[src/rtl/key_debounce_pulse_if.sv]
// key_debounce_pulse_if
//   Bundles the raw key inputs and the conditioned key outputs of
//   key_debounce_pulse.
//   master : the side that drives the raw keys (board / testbench).
//   slave  : the debouncer itself.
//   key_in      raw, asynchronous, active-high button inputs
//   key_level   debounced key state
//   key_pulse   one-cycle strobe on an accepted press (and on auto-repeat)
//   key_release one-cycle strobe on an accepted release
`timescale 1ns/1ps

interface key_debounce_pulse_if #(
    parameter int KEYS = 2
);
    logic [KEYS-1:0] key_in;
    logic [KEYS-1:0] key_level;
    logic [KEYS-1:0] key_pulse;
    logic [KEYS-1:0] key_release;

    modport master (
        output key_in,
        input  key_level,
        input  key_pulse,
        input  key_release
    );

    modport slave (
        input  key_in,
        output key_level,
        output key_pulse,
        output key_release
    );
endinterface

[src/rtl/key_debounce_pulse.sv]
// key_debounce_pulse
//   Push-button conditioning. For every key it runs a 2-flop synchroniser,
//   a four-state debounce FSM (IDLE / CONFIRM_PRESS / PRESSED /
//   CONFIRM_RELEASE) and produces a debounced level plus registered
//   one-cycle press and release strobes. A level change is accepted only
//   after DEBOUNCE_CYCLES consecutive identical synchronised samples.
//
//   Optional feature macro: KEY_REPEAT_EN
//     When defined, a held key emits extra key_pulse strobes REPEAT_DELAY
//     cycles after the press strobe and then every REPEAT_PERIOD cycles
//     while the FSM stays in PRESSED or CONFIRM_RELEASE.
//
//   Ports:
//     clk  system clock
//     rst  asynchronous, active-high reset
//     bus  key_debounce_pulse_if.slave (key_in in; key_level, key_pulse,
//          key_release out)
`timescale 1ns/1ps

module key_debounce_pulse #(
    parameter int KEYS            = 2,
    parameter int DEBOUNCE_CYCLES = 1000000,
    parameter int REPEAT_DELAY    = 50000000,
    parameter int REPEAT_PERIOD   = 10000000
) (
    input  logic                    clk,
    input  logic                    rst,
    key_debounce_pulse_if.slave     bus
);

    localparam int CW = $clog2(DEBOUNCE_CYCLES);

    typedef enum logic [1:0] {
        IDLE,
        CONFIRM_PRESS,
        PRESSED,
        CONFIRM_RELEASE
    } state_t;

    if (DEBOUNCE_CYCLES < 2 || REPEAT_DELAY < 1 || REPEAT_PERIOD < 1) begin : g_param_err
        $error("key_debounce_pulse: illegal parameter value");
    end

    for (genvar k = 0; k < KEYS; k++) begin : g_key
        localparam logic [CW-1:0] LAST = CW'(DEBOUNCE_CYCLES - 1);

        logic          s1, s2;
        state_t        state;
        logic [CW-1:0] cnt;
        logic          level_q, pulse_q, release_q;
        logic          rep_hit;

`ifdef KEY_REPEAT_EN
        localparam int RMAX = (REPEAT_DELAY > REPEAT_PERIOD) ? REPEAT_DELAY : REPEAT_PERIOD;
        localparam int RW   = $clog2(RMAX) + 1;

        logic [RW-1:0] rcnt;
        logic          rfirst;  // next repeat is the first one (uses REPEAT_DELAY)
        logic          held;

        assign held    = (state == PRESSED) || (state == CONFIRM_RELEASE);
        assign rep_hit = held && (rcnt == (rfirst ? RW'(REPEAT_DELAY - 1)
                                                  : RW'(REPEAT_PERIOD - 1)));

        // The counter is zero on entry to PRESSED, so value k-1 before an
        // edge means k cycles have elapsed since the press strobe edge.
        always_ff @(posedge clk or posedge rst) begin
            if (rst) begin
                rcnt   <= '0;
                rfirst <= 1'b1;
            end else if (held) begin
                if (rep_hit) begin
                    rcnt   <= '0;
                    rfirst <= 1'b0;
                end else begin
                    rcnt <= rcnt + 1'b1;
                end
            end else begin
                rcnt   <= '0;
                rfirst <= 1'b1;
            end
        end
`else
        assign rep_hit = 1'b0;
`endif

        always_ff @(posedge clk or posedge rst) begin
            if (rst) begin
                s1        <= 1'b0;
                s2        <= 1'b0;
                state     <= IDLE;
                cnt       <= '0;
                level_q   <= 1'b0;
                pulse_q   <= 1'b0;
                release_q <= 1'b0;
            end else begin
                // NOTE: non-blocking assignments give every flop the
                // pre-edge value of the others, so s1 -> s2 is a real
                // two-stage pipeline regardless of statement order.
                s1 <= bus.key_in[k];
                s2 <= s1;
                // NOTE: strobes default low every cycle; only the branch
                // that accepts an edge raises them, which makes them
                // exactly one cycle wide.
                pulse_q   <= 1'b0;
                release_q <= 1'b0;

                case (state)
                    IDLE: begin
                        if (s2) begin
                            state <= CONFIRM_PRESS;
                            cnt   <= CW'(1);
                        end
                    end
                    CONFIRM_PRESS: begin
                        if (!s2) begin
                            state <= IDLE;
                            cnt   <= '0;
                        end else if (cnt == LAST) begin
                            state   <= PRESSED;
                            cnt     <= '0;
                            level_q <= 1'b1;
                            pulse_q <= 1'b1;
                        end else begin
                            cnt <= cnt + 1'b1;
                        end
                    end
                    PRESSED: begin
                        pulse_q <= rep_hit;
                        if (!s2) begin
                            state <= CONFIRM_RELEASE;
                            cnt   <= CW'(1);
                        end
                    end
                    CONFIRM_RELEASE: begin
                        if (s2) begin
                            state   <= PRESSED;
                            cnt     <= '0;
                            pulse_q <= rep_hit;
                        end else if (cnt == LAST) begin
                            // Release wins over a coincident repeat so the
                            // two strobes are never high together.
                            state     <= IDLE;
                            cnt       <= '0;
                            level_q   <= 1'b0;
                            release_q <= 1'b1;
                        end else begin
                            cnt     <= cnt + 1'b1;
                            pulse_q <= rep_hit;
                        end
                    end
                    default: begin
                        state <= IDLE;
                        cnt   <= '0;
                    end
                endcase
            end
        end

        assign bus.key_level[k]   = level_q;
        assign bus.key_pulse[k]   = pulse_q;
        assign bus.key_release[k] = release_q;
    end

endmodule
[src/flat_wrapper.sv]
// flat-port wrapper written by rule: the top's interface ports become plain ports
module key_debounce_pulse_flat 
#(
    parameter int KEYS            = 2,
    parameter int DEBOUNCE_CYCLES = 1000000,
    parameter int REPEAT_DELAY    = 50000000,
    parameter int REPEAT_PERIOD   = 10000000
)
  (clk, rst, bus_key_in, bus_key_level, bus_key_pulse, bus_key_release);
  key_debounce_pulse_if #(.KEYS(KEYS)) bus_i ();
  input  logic clk;
  input  logic rst;
  input wire logic [$bits(bus_i.key_in)-1:0] bus_key_in;
  output wire logic [$bits(bus_i.key_level)-1:0] bus_key_level;
  output wire logic [$bits(bus_i.key_pulse)-1:0] bus_key_pulse;
  output wire logic [$bits(bus_i.key_release)-1:0] bus_key_release;
  assign bus_i.key_in = bus_key_in;
  assign bus_key_level = bus_i.key_level;
  assign bus_key_pulse = bus_i.key_pulse;
  assign bus_key_release = bus_i.key_release;
  key_debounce_pulse #(.KEYS(KEYS), .DEBOUNCE_CYCLES(DEBOUNCE_CYCLES), .REPEAT_DELAY(REPEAT_DELAY), .REPEAT_PERIOD(REPEAT_PERIOD)) u_core (.clk(clk), .rst(rst), .bus(bus_i));
endmodule
[config.mk]
export PLATFORM = sky130hd
export DESIGN_NAME = key_debounce_pulse_flat
export DESIGN_NICKNAME = d
export VERILOG_FILES = /design/src/rtl/key_debounce_pulse_if.sv /design/src/rtl/key_debounce_pulse.sv /design/src/flat_wrapper.sv
export SDC_FILE = /design/constraint.sdc
export NUM_CORES = 1
export LEC_CHECK = 0
export BUFFER_PORTS_ARGS = -buffer_cell sky130_fd_sc_hd__buf_2
export CORE_MARGIN = 1.5
export CORE_UTILIZATION = 40
export DETAILED_ROUTE_END_ITERATION = 8
export GPL_ROUTABILITY_DRIVEN = 1
export GPL_TIMING_DRIVEN = 0
export HOLD_SLACK_MARGIN = 0.05
export PLACE_DENSITY = 0.6
export SYNTH_ARGS = -nofsm -noshare
export SYNTH_HDL_FRONTEND = slang
export SYNTH_SLANG_ARGS = --single-unit
[constraint.sdc]
create_clock -name clk -period 2.85 [get_ports clk]
set_clock_uncertainty 0.15 [all_clocks]
set_input_delay 0.4275 -clock clk [delete_from_list [all_inputs] [get_ports clk]]
set_output_delay 0.4275 -clock clk [all_outputs]
set_load 0.05 [all_outputs]
**Yosys cells after proc, flatten, opt, wreduce, memory -nomap -nowiden**

Cells that the tools add are included.

- $add $sub $neg: 2
- Multiply operators: 0
- Divide/modulo/power cells: 0
- $lt $le $gt $ge: 0
- Equal/unequal tests: 24
- Shift operators: 0
- Multiplexer cells: 46
- Bitwise operators: 0
- Reduce and logical (&&, ||, !) cells: 10

Operators by type and width:

| cell | number |
|---|---|
| $mux 20 | 10 |
| $pmux 20 s4 | 2 |
| $add 20x1->20 const B | 2 |
| $eq 20x20->1 const B | 2 |
| $mux 2 | 12 |
| $mux 1 | 18 |
| $ne 2x1->1 const B | 8 |
| $pmux 2 s4 | 2 |
| $reduce_and 5->1 | 2 |
| $eq 2x2->1 const B | 4 |
| $ne 2x2->1 const B | 4 |
| $reduce_and 4->1 | 2 |
| $ne 3x1->1 const B | 2 |
| $ne 3x3->1 const B | 2 |
| $eq 2x1->1 const B | 2 |
| $logic_not 2->1 | 2 |
| $pmux 1 s2 | 2 |
| $reduce_and 2->1 | 2 |
| $reduce_bool 2->1 | 2 |

- Register bits after elaboration: 54
- Bits in latches: 0
- Memory bits (writable): 0
- Memory bits (read-only): 0
- Bits of input ports: 4
- Output and inout bits: 6
- Logic and storage cells: 96
- Memories kept: 0

**Longest topological paths before layout**

Gate-level depths: netlist (run 1).

- Depth in word-level cells: 4
- Gate-level depth with buffers: 8
- Depth with buffers taken out: 6

**Worst setup path after synthesis (run 1)**

Ideal clock, no wire load.

- Path type: register to register
- Start: register u_core.g_key[0].cnt[0]
- End: register u_core.g_key[0].cnt[18]
- Setup time: 0.069 ns
- Arrival: 1.989 ns
- Required time: 2.631 ns
- Setup slack: 0.642 ns
- Stages on the path, launching flop included: 8
- Buffers on the path: 1
- Period minus slack after synthesis: 2.208 ns
- Path through: dfrtp_1 -> ha_1 -> and3_1 -> and3_1 -> clkbuf_1 -> a21o_2 -> or4_2 -> nand3_1

- Cells in the longest elaborated chain, start to end: 4
- Elaborated cells on any way between the ends: 6
- Classes of those cells: add/sub: 1; eq/ne: 1; mux: 4

RTL lines:

| item | line | RTL |
|---|---|---|
| start: declaration | key_debounce_pulse.sv:49 | `logic [CW-1:0] cnt;` |
| start signal: assignment | key_debounce_pulse.sv:125 | `cnt <= cnt + 1'b1;` |
| start signal: assignment | key_debounce_pulse.sv:148 | `cnt <= cnt + 1'b1;` |
| $add 20x1->20 / $eq 20x20->1 (equally long branches) | -- |  |
| $mux 20 (*) | key_debounce_pulse.sv:119, key_debounce_pulse.sv:140 |  |
| $mux 20, on equally long branches | key_debounce_pulse.sv:136, key_debounce_pulse.sv:116 |  |
| $pmux 20 s4 (*) | key_debounce_pulse.sv:108 | `case (state)` |

Every way passes the cells marked *; elsewhere a longest branch is shown, timed or not.
A chain may end at the register's enable or synchronous reset.

**Worst setup path in the final report (run 1)**

- Start: register u_core.g_key[1].cnt[0]
- End: register u_core.g_key[1].cnt[2]

- Cells in the longest elaborated chain, start to end: 4
- Elaborated cells on any way between the ends: 6
- Classes of those cells: add/sub: 1; eq/ne: 1; mux: 4

RTL lines:

| item | line |
|---|---|
| start: declaration | key_debounce_pulse.sv:49 |
| start signal: assignment | key_debounce_pulse.sv:125 |
| start signal: assignment | key_debounce_pulse.sv:148 |
| $add 20x1->20 / $eq 20x20->1 (equally long branches) | -- |
| $mux 20 (*) | key_debounce_pulse.sv:119, key_debounce_pulse.sv:140 |
| $mux 20, on equally long branches | key_debounce_pulse.sv:136, key_debounce_pulse.sv:116 |
| $pmux 20 s4 (*) | key_debounce_pulse.sv:108 |

Marked as above.

==> Implementation_results.wiki, run 1 <==
{| class="wikitable"
! Metric !! Value
|-
| Postcts setup bufs || 0
|-
| Routability cong. || 0.817
|-
| Drt via density || 5.56
|-
| Global-route wire length before repair || 10.4 mm
|-
| Number of nets in the layout || 328
|-
| Kind of cell adding the most delay to the critical path || simple AND/OR/NAND/NOR gates
|-
| Number of instances in the synthesized netlist || 303
|-
| Source of the worst hold timing path || bus_key_in[0]
|-
| Number of instances resized during post-cts repair || 0
|-
| Ratio of cells with drive above 1 in the final layout || 14.9%
|-
| Post-synth net total || 309
|-
| Post-layout min period || 2.49 ns
|-
| Class of the tightest hold or removal check || input pin to flip-flop
|-
| Standard-cell rows || 30
|-
| Post-route antenna net violation count || 0
|-
| IR Drop Worst-Case VDD || 0.323 mV
|-
| GR Overflow Total || 0
|-
| Root Driver || sky130_fd_sc_hd__clkbuf_8
|-
| Number of max-cap violations || 0
|-
| Io pins || 10
|-
| Clock tree from TritonCTS || built
|-
| Final setup violating endpoints || 0
|-
| CTS Sinks || 54
|-
| Cell variety after synth || 56
|-
| Die Y-Extent || 87.4 um
|-
| Die outline area || 7640 um^2
|-
| Relative slew margins || 50.1%
|-
| Category of the worst setup path capture point || flip-flop
|-
| CP peak stage delay || 0.57 ns
|-
| Reported leakage power || 0.00130 uW
|-
| Critical Path Fanout Max || 10
|-
| Worst-Margin Slew || 0.742 ns
|-
| Count of hold-fix buffers inserted at cts || 2
|-
| Power Dens Cells || 670 nW/um^2
|-
| Combined flip-flop and latch cell area || 1350 um^2
|-
| Launching instance or port of the critical path || u_core.g_key[1].cnt[0]$_DFFE_PP0P_
|-
| Filler instances || 664
|-
| Achievable clock frequency || 401 MHz
|-
| Clock tree buffer depth || 2
|-
| Area of the multi-input gates || 1350 um^2
|-
| Commonest non-fill, non-tap cell in the layout || sky130_fd_sc_hd__dfrtp_1
|-
| Total routing resource utilization after global routing || 17.3%
|-
| Top library cells by usage in the layout, fill and taps aside || sky130_fd_sc_hd__dfrtp_1, sky130_fd_sc_hd__nand2_1, sky130_fd_sc_hd__o21ai_0, sky130_fd_sc_hd__a31oi_1, sky130_fd_sc_hd__a21oi_1
|-
| Placeable core region || 6830 um^2
|-
| Buffers added on ports || 9
|-
| Detailed-placement wirelength estimate || 4.15 mm
|-
| Buffering stage count on the worst path with inverters included || 1
|-
| Unrepaired setup endpoints after global routing || false
|-
| Worst Path Class, Setup || flip-flop to flip-flop
|-
| Level count of the clock H-tree || 2
|-
| Setup TNS || 0 ns
|-
| Number of design rule violations left after detail routing || 0
|-
| Number of synthesized flops with an enable pin || 0
|-
| Post-CTS clock slew at the launch and capture registers of the worst setup and hold paths || 0.11 ns
|-
| Cell-by-cell listing of the critical path || ha_1 > nand2_1 > nor4_2 > a21oi_2 > clkbuf_1 > a21oi_1 > a31oi_1
|-
| CP Data Required Time || 2.87 ns
|-
| Data arrival, critical path || 2.51 ns
|-
| Post-synthesis register bit count || 54
|-
| Total clock buffers created by CTS || 5
|-
| Slowest cell on the critical path || sky130_fd_sc_hd__nor4_2
|-
| Status || finished, final reports clean
|-
| # diodes || 0
|-
| Fraction of registers with async set or reset after synthesis || 100%
|-
| Routed WL || 6.08 mm
|-
| Die X || 87.4 um
|-
| Wire per inst || 14.5 um
|-
| Via count of the first global-routing pass || 2174
|-
| Mean instance size in the synthesized netlist || 9.40 um^2
|-
| Critical register-to-register path startpoint || u_core.g_key[1].cnt[0]$_DFFE_PP0P_
|-
| Final period util || 87.4%
|-
| Initial DRC count || 89
|-
| Post-Synthesis Cell Area || 2850 um^2
|-
| Fraction of the yosys area taken by sequential cells || 47.4%
|-
| Final number of hold-violating endpoints || 0
|-
| Iteration count of the initial detailed-routing pass || 4
|-
| CP Launch Type || flip-flop
|-
| Maximum number of pins on one net before global-route repair || 42
|-
| Effective utilization at floorplan || 41.7%
|-
| Initial antenna violation count || 0
|-
| Post-layout util || 46.1%
|-
| Number of vias after detailed routing || 2330
|-
| Layout overhead on the synthesized area || 10.6%
|-
| Number of warnings issued by yosys || 0
|-
| Dominant synthesized flop cell || sky130_fd_sc_hd__dfrtp_1
|-
| Latest clock arrival within the worst-skew pair || 0.32 ns
|-
| Final Max Slew Viols || 0
|}
[sequential cells by signal (all words and copies together) (netlist names), named ones only]
| register | cells |
|---|---|
| u_core.g_key.cnt | 40 |
| u_core.g_key.s2 | 2 |
| u_core.g_key.level_q | 2 |
| u_core.g_key.release_q | 2 |
| u_core.g_key.pulse_q | 2 |
| u_core.g_key.state | 2 |
| u_core.g_key.s1 | 2 |
[power breakdown]
part | switching (uW) | leakage (uW) | internal (uW) | total, uW
logic | 465 | 0.000520 | 254 | 720
registers | 86.0 | 0.000730 | 836 | 922
clock network | 287 | 0.0000506 | 185 | 472
total | 838 | 0.00130 | 1270 | 2110
[cell usage after synthesis, types with 3 or more instances]
cell type                  count  area share, %
sky130_fd_sc_hd__inv_1         7           0.92
sky130_fd_sc_hd__buf_4         6            1.6
sky130_fd_sc_hd__nor2_1       13            1.7
sky130_fd_sc_hd__xor2_1        5            1.5
sky130_fd_sc_hd__and3_1        6            1.3
sky130_fd_sc_hd__nand2_1      38            5.0
sky130_fd_sc_hd__a22o_1        3           0.92
sky130_fd_sc_hd__nor3_1        3           0.53
sky130_fd_sc_hd__nor3b_1       3           0.79
sky130_fd_sc_hd__a21o_1        3           0.79
sky130_fd_sc_hd__a21oi_1      19            3.3
sky130_fd_sc_hd__or3_1         3           0.66
sky130_fd_sc_hd__a31oi_1      21            4.6
sky130_fd_sc_hd__dfrtp_1      54             47
sky130_fd_sc_hd__nand3_1      17            3.0
sky130_fd_sc_hd__clkbuf_1      8            1.1
sky130_fd_sc_hd__a41oi_1       4            1.2
sky130_fd_sc_hd__o21ai_0      26            4.6
sky130_fd_sc_hd__nand4_1      11            2.4
sky130_fd_sc_hd__nor4_1        5            1.1
[cell families after synthesis]
kind of cell	Yosys count	synth area share [%]
DFF	54	47.4
and+or+nand+nor	121	23.7
AOI/OAI and AO/OA	89	19.2
adders and majority gates	2	0.878
muxes	3	1.27
xor gates and xnor gates	7	2.15
buffers and inverters	27	5.31
[per-layer routing]
layer,wire length [um],vias up,track usage (%)
met1,2970,1124,23.7
li1,-,1158,-
met2,2810,32,26.9
met4,142,0,7.36
met3,150,16,3.13
met5,0,-,0
[through the flow]
step / instances / hold slack, ns / worst slack (ns) / power (uW) / area [um^2]
after global routing: 419 / 0.0555 / 0.0946 / 2280 / 3150
after floorplan: 303 / 0.181 / 0.642 / 1460 / 2850
final: 419 / 0.0646 / 0.359 / 2110 / 3150
after detailed placement: 409 / 0.187 / 0.426 / 1660 / 3030
after CTS: 419 / 0.0633 / 0.379 / 2130 / 3150
after global placement: 408 / 0.182 / 0.192 / 1650 / 3010
[final cells by class]
class	count	share of cell area [%]
plain buffers	20	3.97
clock buffers	5	2.18
clock inverters	3	0.913
inverters	7	0.834
multi-input cells	222	42.7
flip-flops and latches	54	42.9
well taps	96	3.81
repair buffers	12	2.70
[final timing paths]
check                      slack, ns                             endpoint  cells after the start
max                             0.36   u_core.g_key[1].cnt[2]$_DFFE_PP0P_                      7
min                             0.06         u_core.g_key[0].s1$_DFF_PP0_                      1
max reg2reg                     0.36   u_core.g_key[1].cnt[2]$_DFFE_PP0P_                      7
min reg2reg                     0.21         u_core.g_key[1].s2$_DFF_PP0_                      0
max in group asynchronous       1.56   u_core.g_key[0].cnt[2]$_DFFE_PP0P_                      4
min in group asynchronous       0.46  u_core.g_key[1].level_q$_DFFE_PP0P_                      3
(Power assumes the default switching activity.)
==> inputs of run 2 (changes only) <==
--- a/config.mk
+++ b/config.mk
@@ -6,13 +6,15 @@
 export NUM_CORES = 1
 export LEC_CHECK = 0
 export BUFFER_PORTS_ARGS = -buffer_cell sky130_fd_sc_hd__buf_2
+export CELL_PAD_IN_SITES_DETAIL_PLACEMENT = 1
+export CELL_PAD_IN_SITES_GLOBAL_PLACEMENT = 2
 export CORE_MARGIN = 1.5
-export CORE_UTILIZATION = 40
+export CORE_UTILIZATION = 39
 export DETAILED_ROUTE_END_ITERATION = 8
 export GPL_ROUTABILITY_DRIVEN = 1
 export GPL_TIMING_DRIVEN = 0
 export HOLD_SLACK_MARGIN = 0.05
-export PLACE_DENSITY = 0.6
+export PLACE_DENSITY = 0.82
 export SYNTH_ARGS = -nofsm -noshare
 export SYNTH_HDL_FRONTEND = slang
 export SYNTH_SLANG_ARGS = --single-unit
==> run 2 against run 1 <==
Effect of this change: non-clock buffer count decreased by 1; critical path depth unchanged; final cell count decreased by 0.24%.
==> Implementation_results.wiki, run 2 (same netlist as run 1, synthesis figures left out) <==
{| class="wikitable"
! Metric !! Value
|-
| Final setup violating endpoints || 0 (unchanged)
|-
| Finished layout cell area || 3130 um^2 (-0.56%)
|-
| Area of the multi-input gates || 1350 um^2 (unchanged)
|-
| Slowest cell on the critical path || sky130_fd_sc_hd__nor4_2
|-
| Level count of the clock H-tree || 2 (unchanged)
|-
| Die Y-Extent || 88.5 um (+1.2%)
|-
| Detailed-placement wirelength estimate || 4.98 mm (+20%)
|-
| Latest clock arrival within the worst-skew pair || 0.31 ns (about the same)
|-
| Layout overhead on the synthesized area || 10.0%
|-
| Wire per inst || 16.7 um (+15%)
|-
| Setup TNS || 0 ns (unchanged)
|-
| Number of design rule violations left after detail routing || 0 (unchanged)
|-
| Die X || 88.5 um (+1.2%)
|-
| Initial DRC count || 100 (+12%)
|-
| Max reg flops || 40 (unchanged)
|-
| Worst Path Class, Setup || flip-flop to flip-flop
|-
| Io pins || 10 (unchanged)
|-
| Commonest non-fill, non-tap cell in the layout || sky130_fd_sc_hd__dfrtp_1
|-
| Data arrival, critical path || 2.61 ns (+0.10 ns)
|-
| Critical Path Fanout Max || 10 (unchanged)
|-
| GR Overflow Total || 0 (unchanged)
|-
| Filler instances || 805 (+21%)
|-
| Via count of the first global-routing pass || 2302 (+5.9%)
|-
| Kind of cell adding the most delay to the critical path || simple AND/OR/NAND/NOR gates
|-
| Achievable clock frequency || 385 MHz (-4.2%)
|-
| Combined flip-flop and latch cell area || 1350 um^2 (unchanged)
|-
| Top library cells by usage in the layout, fill and taps aside || sky130_fd_sc_hd__dfrtp_1, sky130_fd_sc_hd__nand2_1, sky130_fd_sc_hd__o21ai_0, sky130_fd_sc_hd__a31oi_1, sky130_fd_sc_hd__a21oi_1
|-
| # diodes || 0 (unchanged)
|-
| Number of placed instances with taps included || 409 (unchanged)
|-
| Unrepaired setup endpoints after global routing || false
|-
| Die outline area || 7830 um^2 (+2.5%)
|-
| Maximum number of pins on one net before global-route repair || 36 (-14%)
|-
| Buffers added on ports || 9 (unchanged)
|-
| Clock tree from TritonCTS || built
|-
| Iteration count of the initial detailed-routing pass || 4 (unchanged)
|-
| Drt via density || 5.65 (+1.7%)
|-
| Global-route wire length before repair || 11.8 mm (+14%)
|-
| Clock tree buffer depth || 2 (unchanged)
|-
| Initial antenna violation count || 0 (unchanged)
|-
| Total clock buffers created by CTS || 5 (unchanged)
|-
| Standard-cell rows || 30 (unchanged)
|-
| Root Driver || sky130_fd_sc_hd__clkbuf_8
|-
| Post-layout min period || 2.60 ns (+0.109 ns)
|-
| Total cell area at the placement stage || 3030 um^2 (unchanged)
|-
| Placeable core region || 6940 um^2 (+1.6%)
|-
| Relative slew margins || 48.4% (-1.7 points)
|-
| CP Data Required Time || 2.86 ns (about the same)
|-
| Final period util || 91.2% (+3.8 points)
|-
| Ratio of cells with drive above 1 in the final layout || 14.9% (+0.046 points)
|-
| CTS Sinks || 54 (unchanged)
|-
| Final number of hold-violating endpoints || 0 (unchanged)
|-
| IR Drop Worst-Case VDD || 0.245 mV (-24%)
|-
| Number of max-cap violations || 0 (unchanged)
|-
| Power Dens Cells || 675 nW/um^2 (+0.68%)
|-
| Final non-filler cell total || 418 (-0.24%)
|-
| Min Hold Slack || 0.0705 ns (+0.00589 ns)
|-
| Routed WL || 6.98 mm (+15%)
|-
| Reported leakage power || 0.00129 uW (-0.82%)
|-
| Number of instances resized during post-cts repair || 0 (unchanged)
|-
| Category of the worst setup path capture point || flip-flop
|-
| Post-layout util || 45.1% (-1.0 points)
|-
| Post-CTS clock slew at the launch and capture registers of the worst setup and hold paths || 0.11 ns (about the same)
|-
| CP Launch Type || flip-flop
|-
| Total routing resource utilization after global routing || 19.6% (+2.3 points)
|-
| Cell-by-cell listing of the critical path || ha_1 > nand2_1 > nor4_2 > a21oi_2 > clkbuf_1 > o21ai_0 > a31oi_1
|-
| Postcts setup bufs || 0 (unchanged)
|-
| Post-route antenna net violation count || 0 (unchanged)
|-
| Number of nets in the layout || 327 (-0.30%)
|-
| Buffering stage count on the worst path with inverters included || 1 (unchanged)
|-
| Worst-Margin Slew || 0.768 ns (+0.0260 ns)
|-
| Status || finished, final reports clean
|-
| CP peak stage delay || 0.57 ns (about the same)
|-
| Class of the tightest hold or removal check || input pin to flip-flop
|-
| Effective utilization at floorplan || 41.0% (-0.68 points)
|-
| Routability cong. || 0.751 (-8.1%)
|-
| Register with the highest flop count || u_core.g_key.cnt
|-
| Number of vias after detailed routing || 2363 (+1.4%)
|-
| Final Max Slew Viols || 0 (unchanged)
|}
[run 2: stage by stage]
stage | setup slack, ns | power, uW
after floorplan | 0.642 | 1460
after global placement | 0.158 | 1670
after detailed placement | 0.300 | 1700
after CTS | 0.259 | 2150
after global routing | 0.0342 | 2280
final | 0.250 | 2120
[run 2: what timing repair did]
item / in CTS / in global routing
endpoints found under the hold margin: 19 / 0
hold buffers: 1 / 0
setup endpoints to repair: 0 / 0
[run 2: layer usage]
metal  part of all wire [%]  vias to the layer above  GRT usage [%]  wire [um]
li1                       -                     1154              -          -
met2                     44                       20           29.6       3080
met1                     53                     1184           29.8       3730
met5                      0                        -              0          0
met4                   0.57                        0           3.84         40
met3                    1.9                        5           3.08        130
[run 2: report_power, final]
part	switching (uW)	leakage [uW]	internal, uW
Clock	266	0.0000441	174
Combinational	492	0.000516	254
Sequential	94.1	0.000730	836
Total	852	0.00129	1260
[run 2: area by class of cell]
class	count	share of cell area [%]
plain buffers	20	3.99
clock buffers	5	2.20
clock inverters	3	0.679
inverters	7	0.838
multi-input cells	222	43.0
flip-flops and latches	54	43.1
well taps	96	3.83
repair buffers	11	2.40
[run 2: path summary, 6_finish.rpt]
| kind | start | end | slack (ns) | cells past startpoint |
|---|---|---|---|---|
| setup / recovery | u_core.g_key[1].cnt[0]$_DFFE_PP0P_ | u_core.g_key[1].cnt[7]$_DFFE_PP0P_ | 0.25 | 7 |
| hold reg to reg | u_core.g_key[0].s1$_DFF_PP0_ | u_core.g_key[0].s2$_DFF_PP0_ | 0.22 | 0 |
| max in group asynchronous | rst | u_core.g_key[1].cnt[6]$_DFFE_PP0P_ | 1.47 | 4 |
| min in group asynchronous | rst | u_core.g_key[0].cnt[17]$_DFFE_PP0P_ | 0.53 | 3 |
| hold / removal | bus_key_in[1] | u_core.g_key[1].s1$_DFF_PP0_ | 0.07 | 1 |
| setup reg to reg | u_core.g_key[1].cnt[0]$_DFFE_PP0P_ | u_core.g_key[1].cnt[7]$_DFFE_PP0P_ | 0.25 | 7 |
